## src/rtl/gomoku_move_judger_pkg.sv

```systemverilog
// Shared constants and types for the gomoku move judger: result codes, sides,
// cell encodings, FSM states and the per-direction step delta table.
package gomoku_move_judger_pkg;

   localparam logic [1:0] JUDGER_INVALID = 2'd0;
   localparam logic [1:0] JUDGER_VALID   = 2'd1;
   localparam logic [1:0] JUDGER_WIN     = 2'd2;

   localparam logic SIDE_RED   = 1'b0;
   localparam logic SIDE_GREEN = 1'b1;

   localparam logic [1:0] CELL_EMPTY = 2'b00;
   localparam logic [1:0] CELL_RED   = 2'b01;
   localparam logic [1:0] CELL_GREEN = 2'b10;

   typedef enum logic [2:0] {
      S_IDLE,
      S_OCC_RD,
      S_OCC_EV,
      S_RAY_STEP,
      S_RAY_RD,
      S_RAY_EV,
      S_FIN,
      S_HOLD
   } judge_state_t;

   typedef struct packed {
      logic signed [1:0] dx;
      logic signed [1:0] dy;
   } delta_t;

   // Ray 1 walks the same line as ray 0 in the opposite direction.
   function automatic delta_t dir_delta(input logic [1:0] dir, input logic ray);
      delta_t d;
      d.dx = 2'sd0;
      d.dy = 2'sd0;
      case (dir)
         2'd0: begin d.dx = 2'sd1; d.dy = 2'sd0;  end
         2'd1: begin d.dx = 2'sd0; d.dy = 2'sd1;  end
         2'd2: begin d.dx = 2'sd1; d.dy = 2'sd1;  end
         default: begin d.dx = 2'sd1; d.dy = -2'sd1; end
      endcase
      if (ray) begin
         d.dx = -d.dx;
         d.dy = -d.dy;
      end
      return d;
   endfunction

endpackage

```

## src/rtl/gomoku_move_judger_if.sv

```systemverilog
// Judge handshake plus board RAM read port between the game controller and the judger.
interface gomoku_move_judger_if #(
   parameter int EDGE_ADDR_BITS = 3,
   parameter int DATA_BITS      = 2
);
   logic                          en;
   logic                          color;
   logic [2*EDGE_ADDR_BITS-1:0]   pos;
   logic [2*EDGE_ADDR_BITS-1:0]   ram_rd_addr;
   logic [DATA_BITS-1:0]          ram_data;
   logic [1:0]                    result;
   logic                          done;

   modport master (
      output en, color, pos, ram_data,
      input  ram_rd_addr, result, done
   );

   modport slave (
      input  en, color, pos, ram_data,
      output ram_rd_addr, result, done
   );
endinterface

```

## src/rtl/gomoku_move_judger.sv

```systemverilog
// Classifies a gomoku move as INVALID / VALID / WIN by reading the board RAM
// cell by cell and walking both rays of each of the four lines through the move.
module gomoku_move_judger
   import gomoku_move_judger_pkg::*;
#(
   parameter int EDGE_ADDR_BITS = 3,
   parameter int DATA_BITS      = 2,
   parameter int WIN_LEN        = 5
) (
   input logic                 clk,
   input logic                 rst_n,
   gomoku_move_judger_if.slave jif
);

   localparam int ADDR_BITS = 2 * EDGE_ADDR_BITS;
   localparam int CW        = EDGE_ADDR_BITS + 2;
   localparam int RUN_W     = $clog2(2 * WIN_LEN);
   localparam int K_W       = $clog2(WIN_LEN + 1);

   localparam logic [K_W-1:0]       K_LAST  = K_W'(WIN_LEN - 1);
   localparam logic [RUN_W-1:0]     RUN_WIN = RUN_W'(WIN_LEN);
   localparam logic [DATA_BITS-1:0] EMPTY   = DATA_BITS'(CELL_EMPTY);

   judge_state_t state_q, state_d;

   logic [ADDR_BITS-1:0] pos_q, pos_d;
   logic [ADDR_BITS-1:0] rd_addr_q, rd_addr_d;
   logic                 color_q, color_d;
   logic                 ray_q, ray_d;
   logic                 done_q, done_d;
   logic [1:0]           dir_q, dir_d;
   logic [1:0]           verdict_q, verdict_d;
   logic [1:0]           result_q, result_d;
   logic [RUN_W-1:0]     run_q, run_d, run_inc;
   logic [K_W-1:0]       k_q, k_d;

   delta_t                dd;
   logic signed [CW-1:0]  step_n, px, py, dxw, dyw, nx, ny;
   logic [ADDR_BITS-1:0]  next_addr;
   logic [DATA_BITS-1:0]  own_cell;
   logic                  off_board, ray_end_step, own_hit, occupied;
   logic                  run_won, hit_wins, end_to_fin;

   assign jif.ram_rd_addr = rd_addr_q;
   assign jif.result      = result_q;
   assign jif.done        = done_q;

   // Stepper: coordinates are widened and signed so a step past either edge
   // shows up as non-zero bits above the coordinate field instead of wrapping.
   always_comb begin
      dd        = dir_delta(dir_q, ray_q);
      step_n    = CW'(k_q) + CW'(1);
      px        = CW'(pos_q[EDGE_ADDR_BITS-1:0]);
      py        = CW'(pos_q[ADDR_BITS-1:EDGE_ADDR_BITS]);
      dxw       = $signed({{(CW-2){dd.dx[1]}}, dd.dx});
      dyw       = $signed({{(CW-2){dd.dy[1]}}, dd.dy});
      nx        = px + step_n * dxw;
      ny        = py + step_n * dyw;
      off_board = (nx[CW-1:EDGE_ADDR_BITS] != '0) || (ny[CW-1:EDGE_ADDR_BITS] != '0);
      next_addr = {ny[EDGE_ADDR_BITS-1:0], nx[EDGE_ADDR_BITS-1:0]};
      ray_end_step = off_board || (k_q == K_LAST);
      own_cell  = (color_q == SIDE_GREEN) ? DATA_BITS'(CELL_GREEN) : DATA_BITS'(CELL_RED);
      own_hit   = (jif.ram_data == own_cell);
      occupied  = (jif.ram_data != EMPTY);
      run_inc   = run_q + RUN_W'(1);
      run_won   = (run_q >= RUN_WIN);
      hit_wins  = (run_inc >= RUN_WIN);
      end_to_fin = ray_q && (run_won || (dir_q == 2'd3));
   end

   always_ff @(posedge clk or negedge rst_n) begin
      if (!rst_n) begin
         state_q   <= S_IDLE;
         pos_q     <= '0;
         rd_addr_q <= '0;
         color_q   <= 1'b0;
         ray_q     <= 1'b0;
         done_q    <= 1'b0;
         dir_q     <= '0;
         verdict_q <= JUDGER_INVALID;
         result_q  <= JUDGER_INVALID;
         run_q     <= '0;
         k_q       <= '0;
      end else begin
         state_q   <= state_d;
         pos_q     <= pos_d;
         rd_addr_q <= rd_addr_d;
         color_q   <= color_d;
         ray_q     <= ray_d;
         done_q    <= done_d;
         dir_q     <= dir_d;
         verdict_q <= verdict_d;
         result_q  <= result_d;
         run_q     <= run_d;
         k_q       <= k_d;
      end
   end

   // Dropping en anywhere inside the scan abandons the judgement.
   always_comb begin
      state_d = state_q;
      case (state_q)
         S_IDLE: if (jif.en) state_d = S_OCC_RD;
         S_FIN:  state_d = S_HOLD;
         S_HOLD: if (!jif.en) state_d = S_IDLE;
         default: begin
            if (!jif.en) begin
               state_d = S_IDLE;
            end else begin
               case (state_q)
                  S_OCC_RD: state_d = S_OCC_EV;
                  S_OCC_EV: state_d = occupied ? S_FIN : S_RAY_STEP;
                  S_RAY_STEP: begin
                     if (ray_end_step) state_d = end_to_fin ? S_FIN : S_RAY_STEP;
                     else              state_d = S_RAY_RD;
                  end
                  S_RAY_RD: state_d = S_RAY_EV;
                  S_RAY_EV: begin
                     if (own_hit)         state_d = hit_wins ? S_FIN : S_RAY_STEP;
                     else if (end_to_fin) state_d = S_FIN;
                     else                 state_d = S_RAY_STEP;
                  end
                  default: state_d = S_IDLE;
               endcase
            end
         end
      endcase
   end

   always_comb begin
      logic take_end;
      take_end  = 1'b0;
      pos_d     = pos_q;
      rd_addr_d = rd_addr_q;
      color_d   = color_q;
      ray_d     = ray_q;
      done_d    = 1'b0;
      dir_d     = dir_q;
      verdict_d = verdict_q;
      result_d  = result_q;
      run_d     = run_q;
      k_d       = k_q;
      case (state_q)
         S_IDLE: begin
            if (jif.en) begin
               pos_d     = jif.pos;
               color_d   = jif.color;
               rd_addr_d = jif.pos;
            end
         end
         S_OCC_EV: begin
            if (jif.en) begin
               if (occupied) begin
                  verdict_d = JUDGER_INVALID;
               end else begin
                  run_d = RUN_W'(1);
                  dir_d = 2'd0;
                  ray_d = 1'b0;
                  k_d   = '0;
               end
            end
         end
         S_RAY_STEP: begin
            if (jif.en) begin
               if (ray_end_step) take_end  = 1'b1;
               else              rd_addr_d = next_addr;
            end
         end
         S_RAY_EV: begin
            if (jif.en) begin
               if (own_hit) begin
                  run_d = run_inc;
                  k_d   = k_q + K_W'(1);
                  if (hit_wins) verdict_d = JUDGER_WIN;
               end else begin
                  take_end = 1'b1;
               end
            end
         end
         S_FIN: begin
            done_d   = 1'b1;
            result_d = verdict_q;
         end
         default: ;
      endcase

      // End of a ray: flip to the opposite ray, or close the line and move on.
      if (take_end) begin
         if (!ray_q) begin
            ray_d = 1'b1;
            k_d   = '0;
         end else if (run_won) begin
            verdict_d = JUDGER_WIN;
         end else if (dir_q == 2'd3) begin
            verdict_d = JUDGER_VALID;
         end else begin
            dir_d = dir_q + 2'd1;
            ray_d = 1'b0;
            k_d   = '0;
            run_d = RUN_W'(1);
         end
      end
   end

endmodule

```

## src/flat_wrapper.sv

```systemverilog
// flat-port wrapper written by rule: the top's interface ports become plain ports
module gomoku_move_judger_flat import gomoku_move_judger_pkg::*;
#(
   parameter int EDGE_ADDR_BITS = 3,
   parameter int DATA_BITS      = 2,
   parameter int WIN_LEN        = 5
)
  (clk, rst_n, jif_en, jif_color, jif_pos, jif_ram_data, jif_ram_rd_addr, jif_result, jif_done);
  gomoku_move_judger_if #(.EDGE_ADDR_BITS(EDGE_ADDR_BITS), .DATA_BITS(DATA_BITS)) jif_i ();
  input logic clk;
  input logic rst_n;
  input wire logic [$bits(jif_i.en)-1:0] jif_en;
  input wire logic [$bits(jif_i.color)-1:0] jif_color;
  input wire logic [$bits(jif_i.pos)-1:0] jif_pos;
  input wire logic [$bits(jif_i.ram_data)-1:0] jif_ram_data;
  output wire logic [$bits(jif_i.ram_rd_addr)-1:0] jif_ram_rd_addr;
  output wire logic [$bits(jif_i.result)-1:0] jif_result;
  output wire logic [$bits(jif_i.done)-1:0] jif_done;
  assign jif_i.en = jif_en;
  assign jif_i.color = jif_color;
  assign jif_i.pos = jif_pos;
  assign jif_i.ram_data = jif_ram_data;
  assign jif_ram_rd_addr = jif_i.ram_rd_addr;
  assign jif_result = jif_i.result;
  assign jif_done = jif_i.done;
  gomoku_move_judger #(.EDGE_ADDR_BITS(EDGE_ADDR_BITS), .DATA_BITS(DATA_BITS), .WIN_LEN(WIN_LEN)) u_core (.clk(clk), .rst_n(rst_n), .jif(jif_i));
endmodule
```

## config.mk

```make
export PLATFORM = sky130hd
export DESIGN_NAME = gomoku_move_judger_flat
export DESIGN_NICKNAME = d
export VERILOG_FILES = /design/src/rtl/gomoku_move_judger_pkg.sv /design/src/rtl/gomoku_move_judger_if.sv /design/src/rtl/gomoku_move_judger.sv /design/src/flat_wrapper.sv
export SDC_FILE = /design/constraint.sdc
export NUM_CORES = 1
export LEC_CHECK = 0
export CORE_ASPECT_RATIO = 0.7
export CORE_MARGIN = 10
export CORE_UTILIZATION = 40
export DETAILED_ROUTE_END_ITERATION = 12
export DONT_BUFFER_PORTS = 1
export HOLD_SLACK_MARGIN = 0.08
export MAX_ROUTING_LAYER = met4
export PLACE_DENSITY = 0.51
export SYNTH_ARGS = -nofsm -noshare
export SYNTH_HDL_FRONTEND = slang
export SYNTH_SLANG_ARGS = --single-unit
export TNS_END_PERCENT = 50
```

## constraint.sdc

```tcl
create_clock -name clk -period 7.2 [get_ports clk]
set_input_delay 2.16 -clock clk [delete_from_list [all_inputs] [get_ports clk]]
set_output_delay 2.16 -clock clk [all_outputs]
set_load 0.005 [all_outputs]
```

== Yosys cells after proc, flatten, opt, wreduce, memory -nomap -nowiden ==
Cells that the tools add are included.

* $add $sub $neg: 8
* $mul: 2
* Div/mod/pow operators: 0
* Order comparisons: 2
* Equal/unequal tests: 16
* Shift operators: 0
* Muxes and demuxes: 65
* Bitwise operators: 0
* Reductions and logical operators: 13

{| class="wikitable"
|+ Operators by type and width
! operator !! number
|-
| $mux 3 || 16
|-
| $mux 4 || 9
|-
| $mux 2 || 17
|-
| $mux 6 || 3
|-
| $pmux 3 s3 || 2
|-
| $eq 3x3->1 const B || 5
|-
| $pmux 3 s5 || 1
|-
| $mux 1 || 12
|-
| $pmux 6 s2 || 1
|-
| $add 4x5->5 || 2
|-
| $mul 5x2->5 || 2
|-
| $ge 4x3->1 const B || 2
|-
| $ne 2x2->1 const B || 4
|-
| $pmux 4 s2 || 1
|-
| $reduce_bool 2->1 || 4
|-
| $eq 3x2->1 const B || 2
|-
| $pmux 3 s2 || 1
|-
| $add 3x1->4 const B || 1
|-
| $add 4x1->4 const B || 1
|-
| $eq 2x2->1 const B || 2
|-
| $pmux 2 s2 || 1
|-
| $reduce_and 2->1 || 2
|-
| $reduce_and 4->1 || 1
|-
| $add 3x1->3 const B || 1
|-
| 11 further kinds || 13
|}

* Register bits after elaboration: 31
* Latch bits: 0
* Memory bits (writable): 0
* Memory bits (read-only): 0
* Input port bits: 12
* Output and inout port bits: 9
* Logic and storage cells: 117
* Memories: 0

== Logic depth before layout (Yosys ltp) ==
Gate-level depths: netlist of the first run.

* Word-level depth: 13
* Mapped depth: 14
* Gate-level depth less buffers: 13

== Worst setup path before layout of the first run ==
No wires, ideal clock.

* Path type: reg-to-reg
* From: reg u_core.dir_q[0]
* To: reg u_core.rd_addr_q[0], in the netlist u_core.jif.ram_rd_addr[0]
* Library setup time: 0.125 ns
* Data arrival time: 3.590 ns
* Required time: 7.075 ns
* Slack: 3.484 ns
* Cell stages (with the launch flop): 14
* Buffers on the path: 1
* Clock period less this slack: 3.716 ns
* Cells stage by stage: dfrtp_1 > ha_1 > nand2b_1 > or2_2 > fa_1 > inv_1 > fa_1 > a21o_1 > a21oi_2 > xnor3_2 > a41oi_1 > nand2b_1 > buf_4 > mux2_4

* Longest elaborated chain between the ends: 11
* Elaborated cells between the ends (all ways): 20
* Classes of those cells: add/sub (4); mul (2); eq/ne (3); mux (5); reduce/logical (6)

{| class="wikitable"
|+ Ends and longest elaborated chain
! what !! line !! RTL
|-
| from (decl) || gomoku_move_judger.sv:31 || <nowiki>logic [1:0] dir_q, dir_d;</nowiki>
|-
| from (signal assigned) || gomoku_move_judger.sv:91 || <nowiki>dir_q <= dir_d;</nowiki>
|-
| $eq 2x2->1, or another cell as far along || gomoku_move_judger_pkg.sv:37 || <nowiki>case (dir)</nowiki>
|-
| $pmux 3 s3 * || gomoku_move_judger_pkg.sv:37 ||
|-
| $neg 2->2 / $neg 1->2 (equally long branches) || gomoku_move_judger_pkg.sv:45, gomoku_move_judger_pkg.sv:44 ||
|-
| $mux 4 * || gomoku_move_judger_pkg.sv:43 || <nowiki>if (ray) begin</nowiki>
|-
| $mul 5x2->5, on equally long branches || gomoku_move_judger.sv:58, gomoku_move_judger.sv:57 ||
|-
| $add 4x5->5, on equally long branches || gomoku_move_judger.sv:58, gomoku_move_judger.sv:57 ||
|-
| $reduce_bool 2->1 || gomoku_move_judger.sv:59 || <nowiki>off_board = (nx[CW-1:EDGE_ADDR_BITS] != '0) || (ny[CW-1:EDGE_ADDR_BITS] != '0);</nowiki>
|-
| $logic_or 1x1->1 || gomoku_move_judger.sv:59 ||
|-
| $logic_or 1x1->1 || gomoku_move_judger.sv:61 || <nowiki>ray_end_step = off_board || (k_q == K_LAST);</nowiki>
|-
| $ne 2x2->1 (no line) || -- ||
|-
| $reduce_and 4->1 (no line) || -- ||
|-
| to (signal assigned) || gomoku_move_judger.sv:87 || <nowiki>rd_addr_q <= rd_addr_d;</nowiki>
|-
| to (decl) || gomoku_move_judger.sv:27 || <nowiki>logic [ADDR_BITS-1:0] rd_addr_q, rd_addr_d;</nowiki>
|}

Every way passes the cells marked *; elsewhere a longest branch is shown, timed or not. The select of a mux whose other input is x is not followed.
A chain may end at the register's enable or synchronous reset.

== Worst setup path in the final report of the first run ==
Ends and elaborated chain as after synthesis.

==> impl_metrics.json, run 1 <==
{
  "status": "complete, no violations",
  "cap_violations": 0,
  "route.met3.wl_um": 240,
  "met1_length_um": 2850,
  "clock_latency_ns": 0.29,
  "start_util": 0.419,
  "die_y_um": 85.1,
  "synth_edf_count": 0,
  "holdWs_ns": 0.514,
  "drc": 0,
  "r2r_cells": 12,
  "dp_hpwl_um": 3890,
  "cts_htree_levels": 2,
  "r2r_end": "u_core.jif.ram_rd_addr[0]",
  "tritoncts": "done",
  "via_per_inst": 5.21,
  "dieArea_sq_um": 9610,
  "r2r_setup_slack_ns": 3.11,
  "layout_commonest_cell": "dfrtp_1",
  "holdPathEnd": "u_core.jif.result[0]",
  "die_w_um": 113,
  "post_cts_buffers": 0,
  "rsz0062_at_grt": "false",
  "synthArstFlopShare": 1.00,
  "arrival_ns": 4.26,
  "yosys_most_used_dff": "dfrtp_1",
  "min_path_type": "flop to flop",
  "top_layer": "met4",
  "whs_path_depth": 1,
  "finish.utilization": 0.444,
  "critPathMaxStageDelay_ns": 0.53,
  "ys_seq_area_frac": 0.320,
  "num_vias": 1650,
  "drt_iter0_drc": 76,
  "tns_ns": 0,
  "ys_seq_elements": 31,
  "yosysUniqueCellTypes": 56,
  "fin_crit_ns": 4.09,
  "skew_ns": 0.00647,
  "cp_top_family": "adder cells",
  "grt.overflow.total": 0,
  "portBuffers": 0,
  "first_pass_iters": 4,
  "irDropWorstVdd_mv": 0.150,
  "core_sq_um": 5780,
  "yosysWarnings": 0,
  "crit_type": "flop to flop",
  "cts-root-buf": "clkbuf_8",
  "dpl_cell_area_sq_um": 2470,
  "antenna_found_initial": 0,
  "cts_hold_buf": 0,
  "worst_pin_slew_ns": 1.08,
  "wl_per_cell_um": 16.0,
  "first_global_vias": 1688,
  "met2WireLength_um": 1930,
  "fin_nets": 279,
  "grt_usage": 0.117,
  "slowest_stage": "fa_1",
  "grt_max_degree": 32,
  "drive_gt1_frac": 0.174,
  "avgSynthCellArea_sq_um": 9.96,
  "cts.sinks": 31,
  "hold_violations": 0,
  "area_delta_synth_final_pct": 6.05,
  "cts_buffers": 5,
  "slew_headroom": 0.276,
  "startpoint_type": "flop",
  "diodes": 0,
  "timing.critical_path.buf_inv": 1,
  "fill_cells": 560,
  "worstPathRequired_ns": 7.37,
  "clockBufferDepth": 2,
  "synthCells": 243,
  "synth_nets": 281,
  "final_cell_area_sq_um": 2570,
  "critical_path.cell_chain": "ha_1 > nand2b_1 > or2_2 > fa_1 > inv_1 > fa_1 > a21o_1 > a21oi_2 > xnor3_2 > a41oi_1 > nand2b_1 > mux2_4",
  "grt_pass1_wl_um": 8980,
  "p_leak_nw": 1.21,
  "rows": 23,
  "routabilityCongestion": 0.789,
  "routed_wl_um": 5070,
  "setup_slack_ns": 3.11,
  "most-common-layout-cells": "31 x dfrtp_1, 23 x inv_1, 20 x ha_1",
  "ctsResizeCount": 0,
  "io_pins": 21,
  "reg2reg_from": "u_core.dir_q[0]",
  "setup_viol": 0,
  "cp-end-kind": "flop",
  "final_max_slew_viol_count": 0,
  "syn-cell-area_sq_um": 2420,
  "worstPathMaxFanout": 6,
  "cts.reportedPaths.clkPinSlew_ns": 0.07,
  "fmax_ghz": 0.244,
  "hold_start": "u_core.verdict_q[0]",
  "dpl_worst_slack_ns": 3.09,
  "pwr_density_cell_nw_per_um2": 441,
  "period_share": 0.568,
  "ant_nets": 0
}
==> kinds of logic (layout without fill, tap and decap cells) <==
group / Yosys count / in the layout / synth area share
compound gates: 51 / 51 / 0.160
xor+xnor: 7 / 7 / 0.0377
fa+ha+maj: 26 / 26 / 0.153
buf+inv: 32 / 31 / 0.0553
flops: 31 / 31 / 0.320
mux: 23 / 23 / 0.118
simple gates: 73 / 73 / 0.156
==> where the power goes <==
part / internal, mW / switching (mW)
logic: 0.323 / 0.337
registers: 0.237 / 0.0807
clock network: 0.0873 / 0.0684
==> sequential cells by signal, indices dropped and copies added, names as in the netlist, 2 cells and up <==
| signal | flops |
|---|---|
| u_core.pos_q | 6 |
| u_core.dir_q | 2 |
| u_core.k_q | 3 |
| u_core.verdict_q | 2 |
| u_core.state_q | 3 |
| u_core.jif.result | 2 |
| u_core.jif.ram_rd_addr | 6 |
| u_core.run_q | 4 |
==> layer usage <==
layer  up-vias  GRT usage
met4         0     0.0345
met3         5     0.0352
met2        26      0.144
met1       776      0.174
li1        843          -
met5         -          -
==> through the flow <==
step	power, mW	instances
after global routing	1.25	317
final	1.13	317
after global placement	0.989	309
after detailed placement	0.983	309
after floorplan	0.864	243
after CTS	1.15	317
==> synth_stat cells (3+ instances only) <==
cell	instances	share of area
ha_1	20	0.10
o21ai_0	9	0.019
nor2_1	16	0.025
dfrtp_1	31	0.32
nand2_1	17	0.026
a22oi_1	3	0.0093
clkbuf_1	4	0.0062
a21oi_1	13	0.027
nand2b_1	11	0.028
mux2_4	7	0.043
nand3_1	7	0.014
or2_2	6	0.016
inv_1	23	0.036
xor2_1	3	0.011
fa_1	6	0.050
mux2_2	13	0.060
==> area by class of cell <==
cell class	instances	area, sq um	area share
well taps	75	93.8	0.0365
flip-flops and latches	31	776	0.302
inverters	23	86.3	0.0336
clock buffers	8	100	0.0390
multi-input cells	180	1510	0.589
==> worst max-delay path by stage <==
stage | start | end | slack, ns | depth (start not counted)
floorplan | u_core.dir_q[0] | u_core.jif.ram_rd_addr[0] | 3.48 | 13
global placement | u_core.dir_q[0] | u_core.jif.ram_rd_addr[1] | 3.16 | 12
detailed placement | u_core.dir_q[0] | u_core.jif.ram_rd_addr[4] | 3.09 | 12
CTS | u_core.dir_q[0] | u_core.jif.ram_rd_addr[0] | 3.07 | 12
global route | u_core.dir_q[0] | u_core.jif.ram_rd_addr[0] | 2.82 | 12
finish | u_core.dir_q[0] | u_core.jif.ram_rd_addr[0] | 3.11 | 12
Power figures use the tool's default switching activity.
==> run 2, diff against run 1 <==
==> constraint.sdc (replaced) <==
create_clock -name clk -period 3.8 [get_ports clk]
set_input_delay 1.14 -clock clk [delete_from_list [all_inputs] [get_ports clk]]
set_output_delay 1.14 -clock clk [all_outputs]
set_load 0.005 [all_outputs]
==> run 2 against run 1 <==
Net effect:
- maximum frequency grew 13%
- core utilization grew 2.8 points
- critical endpoint is now u_core.jif.ram_rd_addr[4]
- wire length grew 5.6%
- largest cell class unchanged
- die area is the same
- critical path type unchanged
- worst hold slack lost 0.0019 ns
- critical path depth grew 2
- clock power grew 71%
==> impl_metrics.json, run 2 (synthesis results as in run 1) <==
{
  "status": "complete, no violations",
  "p_leak_nw": 1.29,
  "pwr_density_cell_nw_per_um2": 862,
  "dieArea_sq_um": 9610,
  "diodes": 0,
  "worstPathMaxFanout": 6,
  "cts-root-buf": "clkbuf_8",
  "wl_per_cell_um": 16.2,
  "via_per_inst": 5.27,
  "path_depth": 14,
  "grt_pass1_wl_um": 9280,
  "worstPathRequired_ns": 3.97,
  "start_util": 0.419,
  "multiInputGateArea_sq_um": 1570,
  "routed_wl_um": 5350,
  "min_path_type": "flop to flop",
  "final_max_slew_viol_count": 0,
  "routabilityCongestion": 0.772,
  "rsz0062_at_grt": "false",
  "finalPower_mw": 2.35,
  "regArea_sq_um": 776,
  "hold_violations": 0,
  "skew_ns": 0.00441,
  "ant_nets": 0,
  "irDropWorstVdd_mv": 0.320,
  "fmax_ghz": 0.277,
  "dp_hpwl_um": 3990,
  "tritoncts": "done",
  "most-common-layout-cells": "31 x dfrtp_1, 23 x inv_1, 19 x ha_1",
  "internal_power_mw": 1.34,
  "startpoint_type": "flop",
  "fill_cells": 548,
  "cp-end-kind": "flop",
  "area_delta_synth_final_pct": 12.7,
  "slew_headroom": 0.548,
  "cp_top_family": "adder cells",
  "period_share": 0.950,
  "worst_pin_slew_ns": 0.673,
  "clockBufferDepth": 2,
  "die_y_um": 85.1,
  "core_sq_um": 5780,
  "reg2reg_from": "u_core.dir_q[1]",
  "clock_latency_ns": 0.28,
  "power_frac_comb": 0.640,
  "grt_usage": 0.122,
  "r2r_cells": 14,
  "fin_nets": 293,
  "io_pins": 21,
  "switching_share": 0.429,
  "crit_start": "u_core.dir_q[1]",
  "fin_crit_ns": 3.61,
  "seqPwrFrac": 0.247,
  "cts_buffers": 5,
  "grt_max_degree": 32,
  "slowest_stage": "fa_1",
  "cts.sinks": 31,
  "tns_ns": 0,
  "setup_viol": 0,
  "layout_commonest_cell": "dfrtp_1",
  "portBuffers": 0,
  "drive_gt1_frac": 0.251,
  "grt.overflow.total": 0,
  "first_pass_iters": 4,
  "first_global_vias": 1777,
  "r2r_setup_slack_ns": 0.19,
  "drt_iter0_drc": 82,
  "switchingPower_mw": 1.01,
  "antenna_found_initial": 0,
  "timing.critical_path.buf_inv": 3,
  "cts.reportedPaths.clkPinSlew_ns": 0.07,
  "drc": 0,
  "cts_htree_levels": 2,
  "clockPowerShare": 0.113,
  "num_vias": 1739,
  "cap_violations": 0,
  "r2r_end": "u_core.jif.ram_rd_addr[4]",
  "arrival_ns": 3.78,
  "critPathCapture": "u_core.jif.ram_rd_addr[4]",
  "critPathMaxStageDelay_ns": 0.51,
  "rows": 23,
  "die_w_um": 113,
  "crit_type": "flop to flop",
  "critical_path.cell_chain": "inv_1 > ha_1 > mux2i_2 > or2_2 > fa_1 > inv_1 > ha_1 > nand3_1 > a221o_1 > a2bb2oi_4 > a41oi_2 > nand2b_4 > buf_12 > mux2_4"
}
-- run 2: worst register-to-register path, delay by kind of cell (launching register included) --
kind,cells,cell delay [ns]
simple gates,3,0.59
fa+ha+maj,3,1.17
mux,2,0.41
compound gates,3,0.70
flops,1,0.37
buf+inv,3,0.27
-- run 2: worst min path at each step --
stage | startpoint | endpoint | depth (start not counted)
6_report | u_core.verdict_q[1] | u_core.jif.result[1] | 1
2_1_floorplan | u_core.verdict_q[0] | u_core.jif.result[0] | 1
4_1_cts | u_core.verdict_q[1] | u_core.jif.result[1] | 1
5_1_grt | rst_n | u_core.ray_q | 0
3_5_place_dp | u_core.verdict_q[0] | u_core.jif.result[0] | 1
3_3_place_gp | u_core.verdict_q[0] | u_core.jif.result[0] | 1
-- run 2: metal layers --
| layer | vias up | global-route usage | part of all wire |
|---|---|---|---|
| met5 | - | - | 0 |
| met4 | 0 | 0.0379 | 0.010 |
| met3 | 4 | 0.0436 | 0.054 |
| met2 | 34 | 0.160 | 0.39 |
| met1 | 834 | 0.169 | 0.54 |
| li1 | 867 | - | - |
-- run 2: through the flow --
step | cell area [sq um] | hold WS (ns) | instances | utilization | setup slack, ns
5_1_grt | 2730 | 0.515 | 330 | 0.472 | 0.00292
3_3_place_gp | 2550 | 0.498 | 319 | 0.442 | 0.0722
6_report | 2730 | 0.512 | 330 | 0.472 | 0.188
4_1_cts | 2640 | 0.519 | 326 | 0.457 | 0.00982
3_5_place_dp | 2550 | 0.502 | 319 | 0.442 | 0.0198
2_1_floorplan | 2420 | 0.474 | 243 | - | 0.0845
-- run 2: final cells by class --
type,instances,area share
Clock inverter,1,0.00183
Tap cell,75,0.0344
Timing Repair Buffer,14,0.0431
Sequential cell,31,0.284
Multi-Input combinational cell,180,0.574
Inverter,23,0.0317
Clock buffer,6,0.0303
-- run 2: timing repair --
item,4_1_cts,5_1_grt
hold buffers,0,0
resized for setup,0,9
setup endpoints to repair,0,15
setup buffers,0,4
-- run 2: power groups by stage --
stage | sequential, mW | clock (mW) | combinational, mW
global placement | 0.589 | 0 | 1.35
global route | 0.606 | 0.303 | 1.70
CTS | 0.583 | 0.282 | 1.37
detailed placement | 0.587 | 0 | 1.36
floorplan | 0.532 | 0 | 1.10
finish | 0.581 | 0.266 | 1.50
==> run 3, diff against run 2 <==
--- a/config.mk
+++ b/config.mk
@@ -5,6 +5,7 @@
 export SDC_FILE = /design/constraint.sdc
 export NUM_CORES = 1
 export LEC_CHECK = 0
+export ABC_AREA = 1
 export CORE_ASPECT_RATIO = 0.7
 export CORE_MARGIN = 10
 export CORE_UTILIZATION = 40
==> run 3 against run 2 <==
Net effect:
- first-iteration DRC count rose to 2.6 times the previous value
- via count is 27% higher
- worst hold slack improved by 0.0039 ns
- worst setup slack gained 0.29 ns
- synthesized cell count grew 51%
- clock power is 30% higher
- global-route usage increased by 1.2 points
- maximum frequency is 8.8% higher
- combinational power is 10% lower
- final cell count up 36%
- non-clock buffer count decreased by 14
- largest cell class unchanged
- largest power group unchanged
- highest routed layer unchanged
==> impl_metrics.json, run 3 <==
{
  "wl_per_cell_um": 13.8,
  "synth_top_family_by_area": "simple AND/OR/NAND/NOR gates",
  "die_y_um": 87.8,
  "grt_max_degree": 32,
  "cts.sinks": 31,
  "dieArea_sq_um": 10300,
  "tritoncts": "done",
  "antenna_found_initial": 0,
  "cts_htree_levels": 2,
  "area_delta_synth_final_pct": 7.23,
  "core_sq_um": 6310,
  "setup_viol": 0,
  "most-common-layout-cells": "127 x nand2_1, 44 x inv_1, 35 x nand3_1",
  "synth_edf_count": 0,
  "worstPathMaxFanout": 8,
  "yosys_most_used_dff": "dfrtp_1",
  "yosysMostFrequentCell": "nand2_1",
  "first_pass_iters": 4,
  "fmax_ghz": 0.301,
  "cap_violations": 0,
  "grt.overflow.total": 0,
  "fill_cells": 656,
  "drive_gt1_frac": 0.113,
  "drt_iter0_drc": 212,
  "synth_nets": 405,
  "grt_pass1_wl_um": 10600,
  "ys_seq_elements": 31,
  "routabilityCongestion": 0.851,
  "tns_ns": 0,
  "portBuffers": 0,
  "ctsResizeCount": 0,
  "reg2reg_from": "u_core.k_q[0]",
  "synthXorXnorAreaFrac": 0.00999,
  "rows": 24,
  "final_cell_area_sq_um": 2820,
  "hold_violations": 0,
  "skew_ns": 0.00882,
  "clock_latency_ns": 0.29,
  "crit_start": "u_core.k_q[0]",
  "arrival_ns": 3.49,
  "period_share": 0.874,
  "num_vias": 2212,
  "fin_nets": 408,
  "final_max_slew_viol_count": 0,
  "irDropWorstVdd_mv": 0.306,
  "pwr_density_cell_nw_per_um2": 812,
  "ys_seq_area_frac": 0.295,
  "yosysTopAreaCell": "dfrtp_1",
  "clockBufferDepth": 2,
  "startpoint_type": "flop",
  "synthMuxAreaShare": 0.0171,
  "synthTopCellsByArea": "dfrtp_1 29%, nand2_1 18%, ha_1 9.5%",
  "synthAdderAreaFrac": 0.141,
  "dp_hpwl_um": 5000,
  "via_per_inst": 4.93,
  "drc": 0,
  "yosysWarnings": 0,
  "synth-simple-area-share": 0.367,
  "io_pins": 21,
  "post_cts_buffers": 0,
  "avgSynthCellArea_sq_um": 7.17,
  "ant_nets": 0,
  "crit_type": "flop to flop",
  "finish.utilization": 0.447,
  "layout_commonest_cell": "nand2_1",
  "routed_wl_um": 6200,
  "diodes": 0,
  "start_util": 0.417,
  "hold_start": "u_core.pos_q[3]",
  "worstPathRequired_ns": 3.97,
  "grt_usage": 0.135,
  "syn-cell-area_sq_um": 2630,
  "cts_hold_buf": 0,
  "yosysUniqueCellTypes": 38,
  "dpl_cell_area_sq_um": 2700,
  "cp-end-kind": "flop",
  "status": "complete, no violations",
  "rsz0062_at_grt": "false",
  "cts_buffers": 5,
  "p_leak_nw": 1.53,
  "cts-root-buf": "clkbuf_8",
  "worst_pin_slew_ns": 0.654,
  "slew_headroom": 0.563,
  "finalPower_mw": 2.29,
  "synth_common_cells": "127 x nand2_1, 44 x inv_1, 35 x nand3_1, 31 x dfrtp_1, 20 x ha_1",
  "synthCells": 367,
  "first_global_vias": 2074,
  "die_w_um": 117,
  "synth_top_area_frac": 0.295,
  "fin_crit_ns": 3.32,
  "synth-compound-area-share": 0.0804,
  "synthArstFlopShare": 1.00,
  "min_path_type": "flop to flop",
  "cts.reportedPaths.clkPinSlew_ns": 0.07
}
[run 3: changes by cell type in the layout (fill, tap and decap cells not counted), sizes merged, moves of 6 or more]
cell    change
nor2        +7
o21ai       +9
nand2b     -11
buf        -14
inv        +31
nand3      +31
nor3        +6
nand2     +117
mux2       -16
[run 3: critical path, stage by stage, from the launching register on]
cell     delay, ns
dfrtp_1       0.53
inv_1         0.10
ha_1          0.38
inv_1         0.11
nand2_1       0.08
fa_1          0.50
inv_1         0.04
ha_1          0.34
a21oi_1       0.20
nand2_1       0.07
nand2_1       0.06
nand2_1       0.06
nand2_1       0.07
inv_1         0.06
nand3_2       0.11
nand2_2       0.09
o21ai_4       0.12
nand2_8       0.10
o21a_1        0.18
[run 3: worst paths after layout]
path	cells past startpoint	to	slack, ns
hold reg to reg	1	u_core.pos_q[3]	0.52
min in group asynchronous	0	u_core.jif.ram_rd_addr[1]	0.54
max in group asynchronous	0	u_core.dir_q[0]	3.17
setup reg to reg	18	u_core.k_q[2]	0.48
hold / removal	1	u_core.pos_q[3]	0.52
setup / recovery	18	u_core.k_q[2]	0.48
[run 3: report_power, final]
group / total (mW) / internal [mW] / switching [mW]
Clock: 0.345 / 0.212 / 0.133
Combinational: 1.35 / 0.512 / 0.839
Sequential: 0.595 / 0.457 / 0.137
[run 3: area by class of cell]
type | instances | area [sq um] | share of cell area
multi-input cells | 278 | 1620 | 0.574
flip-flops and latches | 31 | 776 | 0.275
inverters | 54 | 210 | 0.0745
well taps | 78 | 97.6 | 0.0346
clock buffers | 6 | 82.6 | 0.0293
clock inverters | 2 | 35.0 | 0.0124
[run 3: logic make-up (layout without fill, tap and decap cells)]
group,count (synthesis),after routing
AO/OA/AOI/OAI,38,38
flip-flops,31,31
AND/OR/NAND/NOR,207,207
buffers and inverters,58,62
adder cells (fa/ha/maj),26,26
XOR/XNOR,3,3
multiplexers,4,4
[run 3: through the flow]
step	setup WS, ns	hold slack [ns]	std cells
after global placement	0.528	0.504	441
after global routing	0.158	0.523	449
after CTS	0.462	0.520	449
after detailed placement	0.478	0.505	441
after floorplan	0.851	0.450	367
final	0.480	0.516	449
[run 3: metal layers]
layer  part of all wire  GRT usage  vias up
li1                   -          -     1165
met1               0.55      0.204      987
met2               0.36      0.171       56
met3              0.085     0.0301        4
met4             0.0064     0.0302        0
met5                  0          -        -
